$ cat config.mk
export PLATFORM = sky130hd
export DESIGN_NAME = int_to_fp32_flat
export DESIGN_NICKNAME = d
export VERILOG_FILES = /design/src/rtl/fp32_pkg.sv /design/src/rtl/int_to_fp32_if.sv /design/src/rtl/norm_shift_step.sv /design/src/rtl/int_to_fp32.sv /design/src/flat_wrapper.sv
export SDC_FILE = /design/constraint.sdc
export NUM_CORES = 1
export LEC_CHECK = 0
export ABC_AREA = 1
export CORE_MARGIN = 5
export CORE_UTILIZATION = 49
export CTS_BUF_LIST = sky130_fd_sc_hd__clkbuf_16
export CTS_CLUSTER_SIZE = 10
export DETAILED_ROUTE_END_ITERATION = 10
export PLACE_DENSITY = 0.84
export SETUP_SLACK_MARGIN = 0.5
export SLEW_MARGIN = 25
export SYNTH_ARGS = -nofsm -noshare
export SYNTH_HDL_FRONTEND = slang
export SYNTH_SLANG_ARGS = --single-unit
$ cat constraint.sdc
create_clock -name clk -period 3.7 [get_ports clk]
set_input_delay 0.74 -clock clk [delete_from_list [all_inputs] [get_ports clk]]
set_output_delay 0.74 -clock clk [all_outputs]
set_load 0.005 [all_outputs]
$ cat src/rtl/fp32_pkg.sv
// Shared FP32 constants, converter state encoding and field packing helper
// for the integer-to-float side of the FP pipeline.
package fp32_pkg;

  localparam int FP32_BIAS   = 127;
  localparam int FP32_EXP_W  = 8;
  localparam int FP32_FRAC_W = 23;

  // Exponent of a value whose leading one sits at bit 31 of the magnitude.
  localparam logic [FP32_EXP_W-1:0] INT_EXP_MAX = FP32_EXP_W'(FP32_BIAS + 31);

  typedef enum logic [1:0] {
    IDLE,
    NORM,
    ROUND,
    DONE
  } conv_state_e;

  function automatic logic [31:0] fp32_pack(input logic                   sign,
                                            input logic [FP32_EXP_W-1:0]  exponent,
                                            input logic [FP32_FRAC_W-1:0] frac);
    return {sign, exponent, frac};
  endfunction

endpackage

$ cat src/rtl/int_to_fp32_if.sv
// Operand/result handshake bundle of the int_to_fp32 converter.
interface int_to_fp32_if;

  logic        in_valid;
  logic        in_ready;
  logic [31:0] in_data;
  logic        out_valid;
  logic        out_ready;
  logic [31:0] out_data;
  logic        out_inexact;

  // Producer of operands and consumer of results.
  modport master (
    output in_valid, in_data, out_ready,
    input  in_ready, out_valid, out_data, out_inexact
  );

  // The converter itself.
  modport slave (
    input  in_valid, in_data, out_ready,
    output in_ready, out_valid, out_data, out_inexact
  );

endinterface

$ cat src/rtl/norm_shift_step.sv
// Bounded left shift: moves the leading one of mag up by at most SHIFT_STEP
// bits per call, never past bit 31.
module norm_shift_step #(
  parameter int SHIFT_STEP = 1
) (
  input  logic [31:0] mag,
  output logic [31:0] shifted,
  output logic [3:0]  k
);

  logic found;

  always_comb begin
    // NOTE: every variable gets a default before any branch, so no path can infer a latch.
    found = 1'b0;
    k     = '0;
    // Count leading zeros only inside the top SHIFT_STEP bits.
    for (int i = 0; i < SHIFT_STEP; i++) begin
      if (!found) begin
        if (mag[31-i]) found = 1'b1;
        else           k     = k + 4'd1;
      end
    end
    shifted = mag << k;
  end

endmodule

$ cat src/rtl/int_to_fp32.sv
// Iterative signed int32 -> IEEE-754 single converter, round-to-nearest-even,
// normalised by a multi-cycle bounded shift loop; one operand in flight.
module int_to_fp32
  import fp32_pkg::*;
#(
  parameter int SHIFT_STEP = 1
) (
  input  logic          clk,
  input  logic          rst_n,
  int_to_fp32_if.slave  bus
);

  conv_state_e            state_q, state_d;
  logic                   sgn_q, sgn_d;
  logic [31:0]            mag_q, mag_d;
  logic [FP32_EXP_W-1:0]  exp_q, exp_d;
  logic [31:0]            data_q, data_d;
  logic                   inexact_q, inexact_d;

  logic [31:0]            in_mag;
  logic [31:0]            shifted;
  logic [3:0]             shift_k;

  logic [FP32_FRAC_W-1:0] frac_raw;
  logic                   guard, sticky, round_up;
  logic [FP32_FRAC_W:0]   frac_sum;
  logic [FP32_EXP_W-1:0]  exp_rnd;

  norm_shift_step #(.SHIFT_STEP(SHIFT_STEP)) u_shift (
    .mag     (mag_q),
    .shifted (shifted),
    .k       (shift_k)
  );

  // Two's-complement negate; 32'h80000000 maps onto itself, which is the right magnitude.
  assign in_mag = bus.in_data[31] ? (~bus.in_data + 32'd1) : bus.in_data;

  // Leading one is at mag_q[31] in ROUND, so it is the hidden bit.
  assign frac_raw = mag_q[30:8];
  assign guard    = mag_q[7];
  assign sticky   = |mag_q[6:0];
  assign round_up = guard & (sticky | frac_raw[0]);
  assign frac_sum = {1'b0, frac_raw} + {{FP32_FRAC_W{1'b0}}, round_up};
  // A carry out of the fraction leaves frac_sum[22:0] at zero; only the exponent moves.
  assign exp_rnd  = exp_q + {{(FP32_EXP_W-1){1'b0}}, frac_sum[FP32_FRAC_W]};

  always_comb begin
    state_d   = state_q;
    sgn_d     = sgn_q;
    mag_d     = mag_q;
    exp_d     = exp_q;
    data_d    = data_q;
    inexact_d = inexact_q;

    case (state_q)
      IDLE: begin
        if (bus.in_valid) begin
          sgn_d = bus.in_data[31];
          mag_d = in_mag;
          exp_d = INT_EXP_MAX;
          if (in_mag == 32'd0) begin
            // Zero is always +0, whatever the sign bit said.
            data_d    = 32'h0;
            inexact_d = 1'b0;
            state_d   = DONE;
          end else begin
            state_d = NORM;
          end
        end
      end

      NORM: begin
        if (mag_q[31]) begin
          state_d = ROUND;
        end else begin
          mag_d = shifted;
          exp_d = exp_q - {{(FP32_EXP_W-4){1'b0}}, shift_k};
        end
      end

      ROUND: begin
        data_d    = fp32_pack(sgn_q, exp_rnd, frac_sum[FP32_FRAC_W-1:0]);
        inexact_d = guard | sticky;
        state_d   = DONE;
      end

      DONE: begin
        if (bus.out_ready) state_d = IDLE;
      end

      default: state_d = IDLE;
    endcase
  end

  always_ff @(posedge clk or negedge rst_n) begin
    if (!rst_n) begin
      state_q   <= IDLE;
      sgn_q     <= 1'b0;
      mag_q     <= '0;
      exp_q     <= '0;
      data_q    <= '0;
      inexact_q <= 1'b0;
    end else begin
      // NOTE: non-blocking assignments so every register samples pre-edge values.
      state_q   <= state_d;
      sgn_q     <= sgn_d;
      mag_q     <= mag_d;
      exp_q     <= exp_d;
      data_q    <= data_d;
      inexact_q <= inexact_d;
    end
  end

  assign bus.in_ready    = (state_q == IDLE);
  assign bus.out_valid   = (state_q == DONE);
  assign bus.out_data    = data_q;
  assign bus.out_inexact = inexact_q;

endmodule

$ cat src/flat_wrapper.sv
// flat-port wrapper written by rule: the top's interface ports become plain ports
module int_to_fp32_flat import fp32_pkg::*;
#(
  parameter int SHIFT_STEP = 1
)
  (clk, rst_n, bus_in_valid, bus_in_data, bus_out_ready, bus_in_ready, bus_out_valid, bus_out_data, bus_out_inexact);
  int_to_fp32_if bus_i ();
  input  logic clk;
  input  logic rst_n;
  input wire logic [$bits(bus_i.in_valid)-1:0] bus_in_valid;
  input wire logic [$bits(bus_i.in_data)-1:0] bus_in_data;
  input wire logic [$bits(bus_i.out_ready)-1:0] bus_out_ready;
  output wire logic [$bits(bus_i.in_ready)-1:0] bus_in_ready;
  output wire logic [$bits(bus_i.out_valid)-1:0] bus_out_valid;
  output wire logic [$bits(bus_i.out_data)-1:0] bus_out_data;
  output wire logic [$bits(bus_i.out_inexact)-1:0] bus_out_inexact;
  assign bus_i.in_valid = bus_in_valid;
  assign bus_i.in_data = bus_in_data;
  assign bus_i.out_ready = bus_out_ready;
  assign bus_in_ready = bus_i.in_ready;
  assign bus_out_valid = bus_i.out_valid;
  assign bus_out_data = bus_i.out_data;
  assign bus_out_inexact = bus_i.out_inexact;
  int_to_fp32 #(.SHIFT_STEP(SHIFT_STEP)) u_core (.clk(clk), .rst_n(rst_n), .bus(bus_i));
endmodule
==> key figures <==
Timing
  – Slew headroom: 0.542
  – RSZ-0062 raised after global routing: yes
  – Final Setup Violations: 0
  – Fin crit share: 0.848
  – Layout Skew: 6.32 ps
  – Worst-margin pin slew: between 600 and 700 ps
  – Post-route setup slack: roughly 560 ps
  – Final hold violations: 0
  – Setup TNS: 0 ps
  – WHS: 406 ps
  – Final slew viol count: 0
  – Crit path time final: about 3100 ps
  – Max frequency: 319 MHz

Drt
  – Vias: 5481
  – Vias/cell: ~5.4
  – Drc violations: 0
  – Drt wl/cell: around 14 um
  – Routed Antenna Nets: 0
  – Pre-antenna DRT Iters: 5
  – Detailed Route WL: around 14000 um
  – First DRT Iteration DRCs: 525

Synth
  – Gate Count Post-Synth: about 800
  – Syn avg cell area: 6.59 sq um
  – Yosys reg bits: 76
  – Cell accounting for the most synthesized area: dfrtp_1
  – Post-synth ARST share: 1.00
  – Post-synth EDFFs: 0
  – Dominant synthesized flop cell: dfrtp_1
  – Mapped cell area: about 5300 sq um
  – Synth top cells by count: 244 x nand2_1, 102 x nor2_1, 80 x nand3_1
  – Synth area leaders: dfrtp_1 36%, nand2_1 17%, nand3_1 7.5%
  – Most instantiated library cell after synthesis: nand2_1
  – Register area share after synthesis: 0.358
  – Synth warnings: 0
  – Yosys top cell area share: 0.358
  – Syn Nets: approximately 850
  – Netlist cell types: 36

Setup path
  – CP most frequent cell: nand3_2
  – FF-to-FF Start: u_core.mag_q[1]
  – Worst path arrival time: 3410 ps
  – Master of the slowest instance on the critical path: dfrtp_1
  – Cell chain of the critical path: inv_2 > nand3_2 > nor4_4 > a21oi_2 > ha_2 > nand3_4 > nor2_4 > nand2_2 > nor3_4 > nand4_1 > nor2_2 > nand3_2 > nor3_2 > ha_2 > nand3_2 > nor2_2 > nand3_2 > inv_2 > a21oi_2 > nor3_2 > nand3_1 > nand2_1
  – Crit path launch type: register
  – R2r endpoint: u_core.bus.out_data[30]
  – CP Data Required Time: 3980 ps
  – FF-to-FF setup slack: between 500 and 600 ps
  – WS Path Type: register to register
  – R2R depth: 22
  – Critical path capture point type: register
  – Critical Path Source: u_core.mag_q[1]
  – Critical Path Fanout Max: 3
  – CP max stage delay: between 300 and 400 ps

Clock network
  – CTS tree: done
  – Root buf cell: clkbuf_16
  – Clk sinks: 76
  – CTS Buffer Depth: 2
  – H-tree Lvls: 3
  – CTS Hold Bufs: 0
  – Clk Latency, worst-skew pair: about 340 ps
  – Clk pin slew, worst setup/hold paths: roughly 60 ps
  – CTS buffer count: 9

Die
  – Initial Utilization: 0.495
  – Core Region: about 11000 sq um
  – Rows: 38
  – I/O pin count: just over 70
  – Die Y: between 100 and 150 um
  – Die Wd: between 100 and 150 um
  – Die footprint: about 13000 sq um

Power and ir drop
  – VDD IR max: 0.355 mV
  – Power Density: 700 nW/um^2
  – Leakage power: 3.15 nW

Final layout
  – Multi-input logic area: 3110 sq um
  – Nets: between 900 and 1000
  – Layout area overhead: 24.3%
  – Layout cells sized above 1: 0.0899
  – Fillers: 968
  – # diodes: 0
  – Register area: 1900 sq um

GRT
  – Vias in the first global route: 4905
  – Initial antenna violation count: 0
  – GRT Total Usage: 0.212
  – Largest net degree at the start of global routing: slightly below 80
  – Global-route wire length before repair: roughly 23000 um
  – GR Overflow Total: 0

Placement
  – IO Port Bufs: 70
  – Pre-CTS WS: 278 ps
  – Gpl congestion: 0.955
  – Dpl hpwl: between 10000 and 15000 um

Run
  – MaxCap Viol Count: 0

Hold path
  – Hold Crit Class: primary input to asynchronous set/reset pin

Status
  – Outcome: complete, no violations
-- power breakdown --
group | switching (mW) | internal, mW | total [mW]
registers | 0.362 | 1.16 | 1.52
clock network | 0.331 | 0.512 | 0.843
logic | 1.38 | 0.887 | 2.26
total | 2.07 | 2.56 | 4.63
-- worst max-delay path by stage --
stage	to	slack (ps)	cells past startpoint
5_1_grt	u_core.bus.out_data[30]	370	22
3_5_place_dp	u_core.bus.out_data[30]	280	22
3_3_place_gp	u_core.bus.out_data[29]	400	21
2_1_floorplan	u_core.bus.out_data[29]	770	21
6_report	u_core.bus.out_data[30]	560	22
4_1_cts	u_core.bus.out_data[29]	520	21
-- final cells by class --
cell class                      count  share of cell area
Multi-Input combinational cell    622               0.471
Sequential cell                    76               0.288
Timing Repair Buffer               86               0.127
Inverter                           79              0.0449
Clock buffer                        9              0.0341
Tap cell                          140              0.0265
Clock inverter                      7             0.00890
-- critical path: cells and delay by family, from the launching register on --
| kind | cells | cell delay, ps |
|---|---|---|
| and+or+nand+nor | 16 | 1900 |
| adders and majority gates | 2 | 480 |
| AOI/OAI and AO/OA | 2 | 200 |
| DFF | 1 | 360 |
| buffers and inverters | 2 | 130 |
-- cell usage in the layout, fill, tap and decap left out, types with 4 or more instances in the layout --
cell type	instances
a21oi_1	48
a22oi_1	21
buf_4	14
clkbuf_16	9
clkdlybuf4s50_1	69
dfrtp_1	76
ha_1	8
inv_1	76
inv_2	4
nand2_1	243
nand2_2	8
nand3_1	74
nand3_2	5
nand3b_1	5
nand4_1	9
nor2_1	96
nor2_2	11
nor3_1	14
o21ai_0	33
xor2_1	6
-- what timing repair did --
action,4_1_cts,5_1_grt
endpoints found under the setup margin,5,33
pin swaps,3,16
hold endpoints to repair,0,0
gates resized for setup,4,30
buffers inserted,3,7
-- routing by layer --
| metal | track usage | vias to the layer above | part of all wire |
|---|---|---|---|
| met4 | 0.0625 | 0 | 0.017 |
| met3 | 0.0322 | 17 | 0.071 |
| met5 | 0 | - | 0 |
| met2 | 0.328 | 219 | 0.45 |
| li1 | - | 2784 | - |
| met1 | 0.309 | 2461 | 0.46 |
-- sequential cells by signal (all words and copies together), names as in the netlist --
name,flops
u_core.bus.out_data,32
u_core.bus.out_inexact,1
u_core.exp_q,8
u_core.mag_q,32
u_core.sgn_q,1
u_core.state_q,2
-- stage by stage --
stage	util	instance area [sq um]	power, mW	std cells
floorplan	-	5320	2.95	807
global placement	0.567	6100	3.56	993
detailed placement	0.567	6100	3.61	993
CTS	0.597	6420	4.48	1012
global route	0.615	6610	4.98	1019
finish	0.615	6610	4.63	1019
-- cell families after synthesis --
logic type / Yosys count / synth area share
AND/OR/NAND/NOR: 484 / 0.391
AO/OA/AOI/OAI: 118 / 0.126
buffers and inverters: 109 / 0.0845
flip-flops: 76 / 0.358
adder cells (fa/ha/maj): 11 / 0.0259
XOR/XNOR: 9 / 0.0148
Power figures use the tool's default switching activity.
